$ cat config.mk
export PLATFORM = sky130hd
export DESIGN_NAME = axi_master_tgen
export DESIGN_NICKNAME = d
export VERILOG_FILES = /design/src/rtl/axi_master_tgen.sv
export SDC_FILE = /design/constraint.sdc
export NUM_CORES = 1
export LEC_CHECK = 0
export ABC_AREA = 1
export BUFFER_PORTS_ARGS = -buffer_cell sky130_fd_sc_hd__buf_2
export CORE_AREA = 4 4 153 155
export CTS_CLUSTER_SIZE = 16
export DETAILED_ROUTE_END_ITERATION = 8
export DIE_AREA = 0 0 157 159
export PLACE_DENSITY_LB_ADDON = 0.12
export SYNTH_ARGS = -nofsm -noshare
export SYNTH_HDL_FRONTEND = slang
export SYNTH_SLANG_ARGS = --single-unit
$ cat constraint.sdc
create_clock -name clk -period 2.95 [get_ports clk]
set_input_delay 0.4425 -clock clk [delete_from_list [all_inputs] [get_ports clk]]
set_output_delay 0.4425 -clock clk [all_outputs]
set_load 0.005 [all_outputs]
$ cat src/rtl/axi_master_tgen.sv
// AXI4 single-burst traffic generator/checker: address-derived write data, read-back compare.
// Build option: define AXI_TGEN_RDATA_CHECK_EN to compare read data and count mismatching beats.
module axi_master_tgen #(
  parameter int          C_AXI_ADDR_WIDTH = 12,
  parameter int          C_AXI_DATA_WIDTH = 128,
  parameter int          STRB_WIDTH       = C_AXI_DATA_WIDTH/8,
  parameter int          ID_WIDTH         = 1,
  parameter logic [31:0] SEED             = 32'hA5A50000
)(
  input  logic                        clk,
  input  logic                        rst_n,
  input  logic                        cmd_valid,
  output logic                        cmd_ready,
  input  logic                        cmd_write,
  input  logic [C_AXI_ADDR_WIDTH-1:0] cmd_addr,
  input  logic [7:0]                  cmd_len,
  input  logic [ID_WIDTH-1:0]         cmd_id,
  output logic                        done,
  output logic                        done_err,
  output logic [15:0]                 err_count,
  output logic [ID_WIDTH-1:0]         m_axi_awid,
  output logic [C_AXI_ADDR_WIDTH-1:0] m_axi_awaddr,
  output logic [7:0]                  m_axi_awlen,
  output logic [2:0]                  m_axi_awsize,
  output logic [1:0]                  m_axi_awburst,
  output logic                        m_axi_awlock,
  output logic [3:0]                  m_axi_awcache,
  output logic [2:0]                  m_axi_awprot,
  output logic                        m_axi_awvalid,
  input  logic                        m_axi_awready,
  output logic [C_AXI_DATA_WIDTH-1:0] m_axi_wdata,
  output logic [STRB_WIDTH-1:0]       m_axi_wstrb,
  output logic                        m_axi_wlast,
  output logic                        m_axi_wvalid,
  input  logic                        m_axi_wready,
  input  logic [ID_WIDTH-1:0]         m_axi_bid,
  input  logic [1:0]                  m_axi_bresp,
  input  logic                        m_axi_bvalid,
  output logic                        m_axi_bready,
  output logic [ID_WIDTH-1:0]         m_axi_arid,
  output logic [C_AXI_ADDR_WIDTH-1:0] m_axi_araddr,
  output logic [7:0]                  m_axi_arlen,
  output logic [2:0]                  m_axi_arsize,
  output logic [1:0]                  m_axi_arburst,
  output logic                        m_axi_arlock,
  output logic [3:0]                  m_axi_arcache,
  output logic [2:0]                  m_axi_arprot,
  output logic                        m_axi_arvalid,
  input  logic                        m_axi_arready,
  input  logic [ID_WIDTH-1:0]         m_axi_rid,
  input  logic [C_AXI_DATA_WIDTH-1:0] m_axi_rdata,
  input  logic [1:0]                  m_axi_rresp,
  input  logic                        m_axi_rlast,
  input  logic                        m_axi_rvalid,
  output logic                        m_axi_rready
);
  localparam int AW  = C_AXI_ADDR_WIDTH;
  localparam int LSB = $clog2(STRB_WIDTH);
  localparam int NW  = C_AXI_DATA_WIDTH/32;

  typedef enum logic [2:0] {S_IDLE, S_AW, S_W, S_B, S_AR, S_R} state_t;

  state_t              state_q, state_d;
  logic [AW-1:0]       addr_q, addr_d;
  logic [7:0]          len_q, len_d, beat_q, beat_d;
  logic [ID_WIDTH-1:0] id_q, id_d;
  logic                awvalid_q, awvalid_d, arvalid_q, arvalid_d;
  logic                wvalid_q, wvalid_d, wlast_q, wlast_d;
  logic                bready_q, bready_d, rready_q, rready_d;
  logic                done_q, done_d, done_err_q, done_err_d;
  logic                cmd_ready_q, cmd_ready_d, err_acc_q, err_acc_d;
  logic [15:0]         err_count_q, err_count_d;
  logic [31:0]         pat;
  logic [C_AXI_DATA_WIDTH-1:0] exp_data;
  logic                data_bad, beat_err, at_len;

  // addr_q is the start address while AW/AR is pending, then tracks the current beat
  assign pat      = SEED ^ 32'(addr_q);
  assign exp_data = {NW{pat}};
  assign at_len   = (beat_q == len_q);

`ifdef AXI_TGEN_RDATA_CHECK_EN
  assign data_bad = (m_axi_rdata != exp_data);
`else
  assign data_bad = 1'b0;
`endif
  assign beat_err = (m_axi_rresp != 2'b00) || (m_axi_rid != id_q) || data_bad;

  always_comb begin
    state_d     = state_q;
    addr_d      = addr_q;
    len_d       = len_q;
    beat_d      = beat_q;
    id_d        = id_q;
    awvalid_d   = awvalid_q;
    arvalid_d   = arvalid_q;
    wvalid_d    = wvalid_q;
    wlast_d     = wlast_q;
    bready_d    = bready_q;
    rready_d    = rready_q;
    done_d      = 1'b0;
    done_err_d  = 1'b0;
    cmd_ready_d = cmd_ready_q;
    err_acc_d   = err_acc_q;
    err_count_d = err_count_q;
    case (state_q)
      S_IDLE: if (cmd_valid) begin
        addr_d      = {cmd_addr[AW-1:LSB], LSB'(0)};
        len_d       = cmd_len;
        id_d        = cmd_id;
        beat_d      = 8'd0;
        err_acc_d   = 1'b0;
        cmd_ready_d = 1'b0;
        if (cmd_write) begin
          state_d   = S_AW;
          awvalid_d = 1'b1;
        end else begin
          state_d   = S_AR;
          arvalid_d = 1'b1;
        end
      end
      S_AW: if (m_axi_awready) begin
        awvalid_d = 1'b0;
        wvalid_d  = 1'b1;
        wlast_d   = (len_q == 8'd0);
        state_d   = S_W;
      end
      S_W: if (m_axi_wready) begin
        if (at_len) begin
          wvalid_d = 1'b0;
          wlast_d  = 1'b0;
          bready_d = 1'b1;
          state_d  = S_B;
        end else begin
          beat_d  = beat_q + 8'd1;
          addr_d  = addr_q + AW'(STRB_WIDTH);
          wlast_d = (beat_q + 8'd1 == len_q);
        end
      end
      S_B: if (m_axi_bvalid) begin
        bready_d    = 1'b0;
        done_d      = 1'b1;
        done_err_d  = (m_axi_bresp != 2'b00) || (m_axi_bid != id_q);
        cmd_ready_d = 1'b1;
        state_d     = S_IDLE;
      end
      S_AR: if (m_axi_arready) begin
        arvalid_d = 1'b0;
        rready_d  = 1'b1;
        state_d   = S_R;
      end
      S_R: if (m_axi_rvalid) begin
        if (data_bad && err_count_q != 16'hFFFF) err_count_d = err_count_q + 16'd1;
        // an early rlast or a missing one at the final beat both close the burst with an error
        if (m_axi_rlast || at_len) begin
          rready_d    = 1'b0;
          done_d      = 1'b1;
          done_err_d  = err_acc_q || beat_err || (m_axi_rlast != at_len);
          cmd_ready_d = 1'b1;
          state_d     = S_IDLE;
        end else begin
          err_acc_d = err_acc_q || beat_err;
          beat_d    = beat_q + 8'd1;
          addr_d    = addr_q + AW'(STRB_WIDTH);
        end
      end
      default: state_d = S_IDLE;
    endcase
  end

  always_ff @(posedge clk or negedge rst_n) begin
    if (!rst_n) begin
      state_q     <= S_IDLE;
      addr_q      <= '0;
      len_q       <= '0;
      beat_q      <= '0;
      id_q        <= '0;
      awvalid_q   <= 1'b0;
      arvalid_q   <= 1'b0;
      wvalid_q    <= 1'b0;
      wlast_q     <= 1'b0;
      bready_q    <= 1'b0;
      rready_q    <= 1'b0;
      done_q      <= 1'b0;
      done_err_q  <= 1'b0;
      cmd_ready_q <= 1'b1;
      err_acc_q   <= 1'b0;
      err_count_q <= '0;
    end else begin
      state_q     <= state_d;
      addr_q      <= addr_d;
      len_q       <= len_d;
      beat_q      <= beat_d;
      id_q        <= id_d;
      awvalid_q   <= awvalid_d;
      arvalid_q   <= arvalid_d;
      wvalid_q    <= wvalid_d;
      wlast_q     <= wlast_d;
      bready_q    <= bready_d;
      rready_q    <= rready_d;
      done_q      <= done_d;
      done_err_q  <= done_err_d;
      cmd_ready_q <= cmd_ready_d;
      err_acc_q   <= err_acc_d;
      err_count_q <= err_count_d;
    end
  end

  assign cmd_ready     = cmd_ready_q;
  assign done          = done_q;
  assign done_err      = done_err_q;
  assign err_count     = err_count_q;
  assign m_axi_awid    = id_q;
  assign m_axi_awaddr  = addr_q;
  assign m_axi_awlen   = len_q;
  assign m_axi_awsize  = 3'(LSB);
  assign m_axi_awburst = 2'b01;
  assign m_axi_awlock  = 1'b0;
  assign m_axi_awcache = 4'd0;
  assign m_axi_awprot  = 3'd0;
  assign m_axi_awvalid = awvalid_q;
  assign m_axi_wdata   = exp_data;
  assign m_axi_wstrb   = '1;
  assign m_axi_wlast   = wlast_q;
  assign m_axi_wvalid  = wvalid_q;
  assign m_axi_bready  = bready_q;
  assign m_axi_arid    = id_q;
  assign m_axi_araddr  = addr_q;
  assign m_axi_arlen   = len_q;
  assign m_axi_arsize  = 3'(LSB);
  assign m_axi_arburst = 2'b01;
  assign m_axi_arlock  = 1'b0;
  assign m_axi_arcache = 4'd0;
  assign m_axi_arprot  = 3'd0;
  assign m_axi_arvalid = arvalid_q;
  assign m_axi_rready  = rready_q;
endmodule

# Word level (Yosys, flattened, before mapping)

Cells that the tools add are included.
W data, S select, Z words.

Flip-flop bits (word level): 42
Bits of input ports: 165
Output and inout port bits: 237
Logic and storage cells: 129

$add $sub $neg: 2
Equality and inequality tests: 22
Muxes and demuxes: 62
Reduce and logical (&&, ||, !) cells: 28

Operators with widths:

| operator                | number |
|---|---|
| $mux W12                | 5 |
| $mux W8                 | 5 |
| $pmux W12 S3            | 1 |
| $mux W1                 | 30 |
| $mux W3                 | 9 |
| $ne A2 B2 Y1 const B    | 12 |
| $pmux W8 S3             | 1 |
| $reduce_and A4 Y1       | 6 |
| $pmux W1 S2             | 9 |
| $pmux W3 S6             | 1 |
| $eq A8 B8 Y1            | 2 |
| $reduce_bool A2 Y1      | 8 |
| $add A12 B5 Y12 const B | 1 |
| $add A8 B1 Y8 const B   | 1 |
| $logic_not A8 Y1        | 1 |
| $reduce_and A8 Y1       | 1 |
| $eq A3 B2 Y1 const B    | 2 |
| $eq A3 B3 Y1 const B    | 2 |
| $reduce_and A6 Y1       | 1 |
| $reduce_bool A3 Y1      | 2 |
| $logic_or A1 B1 Y1      | 5 |
| $reduce_and A5 Y1       | 1 |
| $eq A3 B1 Y1 const B    | 1 |
| $logic_not A3 Y1        | 1 |
| other kinds (4)         | 6 |

# Longest topological paths before layout

Gate-level depths: netlist (run 1).

Depth after elaboration: 7
Mapped depth: 17
Gate-level depth less buffers: 16

# Worst setup path before layout (run 1)

Ideal clock, no wire load.

Path kind: register to register
From: reg len_q[3] (netlist: m_axi_arlen[3])
To: reg addr_q[7] (netlist: m_axi_araddr[7])
Setup time: 74 ps
Arrival time: 1907 ps
Path slack: 969 ps
Cell stages (with the launch flop): 18
Path through: dfrtp_1 > inv_1 > nand2_1 > nand2_1 > nor2_1 > nand2_1 > nor2_4 > inv_1 > ha_1 > inv_1 > nand2_1 > nand2_2 > nor3_4 > nand2_4 > clkinv_4 > buf_8 > nand2_2 > o21ai_2

Cells in the longest elaborated chain, start to end: 4
Elaborated cells on any way between the ends: 5

Ends and longest elaborated chain:

| element                         | RTL line | text |
|---|---|---|
| from (decl)                     | 65       | `logic [7:0] len_q, len_d, beat_q, beat_d;` |
| from (signal assigned)          | 192      | `len_q <= len_d;` |
| $eq A8 B8 Y1 (*)                | 80       | `assign at_len = (beat_q == len_q);` |
| $logic_or A1 B1 Y1              | 155      | `if (m_axi_rlast \|\| at_len) begin` |
| $ne A2 B2 Y1 (no line)          | --       |  |
| $reduce_and A6 Y1 (no line) (*) | --       |  |
| to (signal assigned)            | 191      | `addr_q <= addr_d;` |
| to (decl)                       | 64       | `logic [AW-1:0] addr_q, addr_d;` |

Mark *: on every way between the ends. The rest lies on a longest branch, timed or not.
A chain may end at the register's enable or synchronous reset.

# Worst setup path in the final report (run 1)

From: reg len_q[7] (netlist: m_axi_arlen[7])
To: reg addr_q[8] (netlist: m_axi_araddr[8])

Same word-level chain as after synthesis.

==> impl_results.md, run 1 <==
- Met3 Use GR: 2.34%
- Relative slew margins: 35.2%
- Top-count cell post-synth: buf_4
- Fin crit share: 77.8%
- Residual DRC count: 0
- Post-synth EDFFs: 0
- CTS Buffer Depth: 2
- Setup TNS: 0 ps
- Setup bufs post-CTS: 0
- Vias in the first global route: 2,971
- Gr busiest metal: met2
- H-tree levels: 2
- Row count: 54
- Min Tclk post-route: 2300 ps
- Register area share after synthesis: 23.5%
- Synth Instances: 562
- Routing usage on met1: 9.74%
- DRT Wirelength: 10,200 um
- Yosys cell types: 32
- Layout area overhead: 0.588%
- Vias/cell: 3.37
- Synth Flop Type: dfrtp_1
- Io pins: 402
- Port bufs: 107
- Type of origin of the critical path: register
- Max Slew Vio Count: 0
- Initial DRT Pass Iterations: 5
- Gpl congestion: 0.758
- WL/cell: 11.3 um
- CTS resizes: 0
- Final design utilization: 18.6%
- Total track usage: 7.72%
- Cell area power density: 863 nW/um^2
- Leakage: 2.33 nW
- Share of cells above drive strength 1: 25.4%
- Clk root buf: clkbuf_16
- Starting density of the core: 18.5%
- Total grt overflow: 0
- Crit end category: register
- Synth top area share: 39.2%
- Initial antenna violation count: 1
- Peak VDD IR: 0.000250 V
- Die area: 25,000 um^2
- Core ar.: 21,800 um^2
- Post-synth ARST share: 100%
- Yosys Warn Count: 0
- First-pass GRT wire length: 15,700 um
- Final setup vio count: 0
- CTS sink cnt: 38
- Worst setup path class: register to register
- Synth top area cells: buf_4 39%, dfrtp_1 23%, nand2_1 10%
- # diodes: 0
- Synthesized area: 4050 um^2
- Worst-case clock skew: 5.67 ps
- Clk slew on worst S/H paths: 60 ps
- Vias: 3,047
- Iteration-0 DRC Markers: 84
- Die X: 157 um
- CTS Hold Bufs: 0
- Status: complete, no violations
- Largest area contributor in the netlist: buf_4
- DP Wirelength: 8200 um
- Unrepaired setup endpoints after global routing: no
- CTS Buf Count: 5
- Worst-Margin Slew: 971 ps
- TritonCTS clock tree: yes
- Largest net degree at the start of global routing: 39
- Fmax: 436 MHz
- Hold crit path type: input port to asynchronous set/reset pin
- #FFs+latches synth: 38
- CP max FO: 20
- Data required, critical path: 3120 ps
- Critical path arrival: 2470 ps
- Commonest cells in the netlist: 211 x buf_4, 111 x nand2_1, 42 x inv_1, 37 x dfrtp_1, 30 x nor2_1
- Maxcap violations: 0
- Die height: 159 um
- Layout fillers: 2,483
- Worst skew pair latency: 280 ps
- Final hold vios: 0
- Final ANT Viol Nets: 0
- Syn avg cell area: 7.20 um^2
- Nets@finish: 790
- Met2 usage: 13.1%
-- stage by stage --
step	hold WS, ps	cell area (um^2)	power (W)	worst slack, ps	cells
floorplan	147	4650	0.00276	969	722
global placement	513	3920	0.00303	613	895
detailed placement	485	3920	0.00302	613	895
CTS	360	4070	0.00361	586	903
global route	379	4070	0.00393	358	903
finish	315	4070	0.00351	654	903
-- area by class of cell --
class	count	area (um^2)	share of cell area, %
Sequential cell	38	952	23.4
Clock inverter	1	5.00	0.123
Clock buffer	7	143	3.51
Inverter	51	196	4.83
Timing Repair Buffer	109	551	13.5
Tap cell	280	350	8.61
Multi-Input combinational cell	417	1870	46.0
-- worst max-delay path: stages (launching register included) --
cell and delay, ps:
dfrtp_1 400, inv_1 100, nand2_1 90, nand2_1 70, nor2_1 120, nand2_1 100
nor2_4 170, inv_1 90, ha_1 200, inv_1 80, nand2_1 80, nand2_2 80
nor3_4 60, nand2_4 120, clkinv_4 220, nand2_2 120, o21ai_2 50
-- logic make-up (layout without fill, tap and decap cells) --
logic type	count (synthesis)	in the layout	synth area share, %
buffers and inverters	267	168	45.0
and+or+nand+nor	200	200	22.0
AOI/OAI and AO/OA	44	44	6.59
DFF	38	38	23.5
xor gates and xnor gates	8	8	1.73
adders and majority gates	3	3	0.928
other	2	162	0.186
-- worst paths after layout --
path | from | to | slack [ps] | cells past startpoint
worst min register to register | m_axi_awvalid | m_axi_awvalid | 520 | 2
worst min-delay path | rst_n | m_axi_rready | 320 | 1
max in group asynchronous | rst_n | m_axi_araddr[5] | 2030 | 1
worst max register to register | m_axi_arlen[7] | m_axi_araddr[8] | 650 | 16
min in group clk | cmd_len[7] | m_axi_arlen[7] | 360 | 3
worst max-delay path | m_axi_arlen[7] | m_axi_araddr[8] | 650 | 16
-- flip-flops by register name (all words and copies together), names as in the netlist --
name           cells
err_acc_q          1
m_axi_araddr       8
m_axi_awvalid      1
m_axi_wlast        1
m_axi_rready       1
m_axi_arvalid      1
done               1
m_axi_arid         1
m_axi_bready       1
m_axi_arlen        8
m_axi_wvalid       1
state_q            3
cmd_ready          1
done_err           1
beat_q             8
-- per-layer routing --
metal	share of wire (%)	up-vias
met4	0.49	2
met5	0.13	-
met3	11	7
met2	46	193
met1	42	1356
li1	-	1489
-- where the power goes --
group	internal (W)	switching, W	total (W)
Clock	0.000336	0.000223	0.000559
Sequential	0.000725	0.000260	0.000985
Combinational	0.000736	0.00123	0.00197
Total	0.00180	0.00172	0.00351
-- placed cells by master, fill, tap and decap left out, drive strengths merged --
master,Yosys,layout
inv,50,50
a21boi,1,1
buf,213,109
o21ai,37,37
nand2,126,126
clkbuf,3,7
o22ai,1,1
nor2,34,34
conb,2,162
nand3b,2,2
xor2,7,7
and2,1,1
a31oi,1,1
clkinv,1,2
nand3,20,20
dfstp,1,1
nand4,10,10
or2,1,1
ha,3,3
xnor2,1,1
a21oi,4,4
nor3,6,6
dfrtp,37,37
Note: power is estimated with default switching activity, not from simulation.
==> run 2, diff against run 1 <==
- CORE_AREA: 4 4 153 155 -> 4 4 155 157
- DIE_AREA: 0 0 157 159 -> 0 0 159 161
- clock period: 2.95 -> 2.35 ns (I/O delays scaled with it)
==> run 2 against run 1 <==
Compared with the run above:
- via count fell by 0.56%
- power rose by 32%
- clock power rose by 28%
- flip-flop and latch count did not move
- register-to-register slack got worse by 440 ps
- die area rose by 2.5%
- worst setup slack got worse by 440 ps
- cell count rose by 2.8%
- critical endpoint is now beat_q[4]
==> impl_results.md, run 2 (synthesized netlist as in run 1, its figures left out) <==
- Int Power: 0.00241 W
- Maxcap violations: 0
- Die height: 161 um
- Core ar.: 22,500 um^2
- Worst skew pair latency: 290 ps
- Reg area: 952 um^2
- Io pins: 402
- Final hold vios: 0
- CP max stage cell: dfrtp_1
- Leakage: 2.43 nW
- Bufs and invs on worst path: 4
- Final setup vio count: 0
- Status: complete, no violations
- Share of cells above drive strength 1: 28.3%
- Reg-to-Reg End: beat_q[4]
- CTS Hold Bufs: 0
- DP Wirelength: 8510 um
- Met3 Use GR: 2.81%
- H-tree levels: 2
- Type of origin of the critical path: register
- Peak VDD IR: 0.000309 V
- Final ANT Viol Nets: 0
- Unrepaired setup endpoints after global routing: no
- Worst setup path class: register to register
- R2R setup slack: 220 ps
- Clk root buf: clkbuf_16
- Max Slew Vio Count: 0
- Setup TNS: 0 ps
- Seq pwr share: 26.6%
- Most frequent cells in the layout: 162 x conb_1, 110 x nand2_1, 107 x buf_2
- Layout area overhead: 5.04%
- R2R cell count: 16
- Iteration-0 DRC Markers: 132
- First-pass GRT wire length: 15,600 um
- Sw frac: 47.9%
- Layout fillers: 2,590
- Starting density of the core: 18.0%
- Final design utilization: 18.9%
- Crit end category: register
- Cell total after placement: 919
- Reg2reg start: m_axi_arlen[5]
- Row count: 55
- Min Tclk post-route: 2130 ps
- Gpl congestion: 0.772
- Vias: 3,030
- Initial DRT Pass Iterations: 4
- CTS sink cnt: 38
- Total track usage: 7.60%
- Non-Filler Instances: 928
- Data required, critical path: 2510 ps
- Critical path arrival: 2300 ps
- Clk slew on worst S/H paths: 70 ps
- Clock network power share: 15.4%
- Cell family with most CP delay: simple AND/OR/NAND/NOR gates
- Worst hold slack: 39.5 ps
- Initial antenna violation count: 2
- Total grt overflow: 0
- Comb power frac: 58.0%
- Slowest stage delay, CP: 410 ps
- DRT Wirelength: 10,400 um
- TritonCTS clock tree: yes
- Multi-input gate area: 1880 um^2
- Residual DRC count: 0
- Worst path cell trace: inv_1 > nand2_1 > nand2_1 > nor2_1 > nand2_1 > nor2_4 > inv_2 > ha_2 > inv_1 > nand2_1 > nand2_2 > nor3_4 > nand2_4 > buf_4 > nand2_1 > o21ai_0
- Commonest non-fill, non-tap cell in the layout: conb_1
- Cell mode on critical path: nand2_1
- Hold crit path type: input port to asynchronous set/reset pin
- # diodes: 0
- Die area: 25,600 um^2
- CP max FO: 6
- Die X: 159 um
- Vias/cell: 3.27
- Gr busiest metal: met2
- Largest net degree at the start of global routing: 39
- Cell area power density: 1090 nW/um^2
- Total design power: 0.00463 W
- CTS Buffer Depth: 2
- Nets@finish: 810
- Fin crit share: 90.7%
- Routing usage on met1: 10.3%
- Met2 usage: 11.8%
- Worst-case clock skew: 7.95 ps
- Fmax: 469 MHz
- Vias in the first global route: 2,807
- CTS Buf Count: 5
- Psw: 0.00222 W
- Port bufs: 107
- WL/cell: 11.2 um
[run 2: how the worst max path moves through the flow]
stage,start,end,slack [ps],cells past startpoint
after detailed placement,m_axi_arlen[6],m_axi_araddr[4],130,16
after global routing,m_axi_arlen[7],beat_q[4],30,16
after global placement,m_axi_arlen[6],m_axi_araddr[8],130,16
after floorplan,m_axi_arlen[3],m_axi_araddr[7],370,17
final,m_axi_arlen[5],beat_q[4],220,16
after CTS,m_axi_arlen[6],m_axi_araddr[4],90,16
[run 2: repair_timing]
action / 4_1_cts / 5_1_grt
buffers inserted: 0 / 1
endpoints found under the setup margin: 0 / 16
gates resized for setup: 0 / 4
[run 2: cell type report]
type	instances	share of cell area (%)
multi-input combinational	417	44.2
sequential	38	22.4
timing repair buffer	129	16.8
tap	285	8.39
inverter	51	4.68
clock buffer	6	3.27
clock inverter	2	0.294
[run 2: power by group through the flow]
| stage | registers [W] | logic [W] | clock network, W |
|---|---|---|---|
| floorplan | 0.00120 | 0.00226 | 0 |
| global placement | 0.00127 | 0.00275 | 0 |
| detailed placement | 0.00127 | 0.00271 | 0 |
| CTS | 0.00126 | 0.00272 | 0.000758 |
| global route | 0.00131 | 0.00306 | 0.000785 |
| finish | 0.00123 | 0.00269 | 0.000714 |
[run 2: metal layers]
metal	vias up	part of all wire, %
li1	1526	-
met1	1316	45
met2	176	44
met3	8	10
met4	4	0.50
met5	-	0.26
[run 2: worst reg2reg max path: stages, from the launching register on]
cell and delay [ps]:
dfrtp_1 410, inv_1 110, nand2_1 50, nand2_1 100, nor2_1 60, nand2_1 100, nor2_4 50, inv_2 70
ha_2 180, inv_1 50, nand2_1 90, nand2_2 70, nor3_4 260, nand2_4 110, buf_4 170, nand2_1 50
o21ai_0 70
[run 2: per-stage QoR]
stage	area (um^2)	setup WS [ps]
floorplan	4650	369
global placement	4080	134
detailed placement	4080	127
CTS	4230	86.8
global route	4250	30.4
finish	4250	217
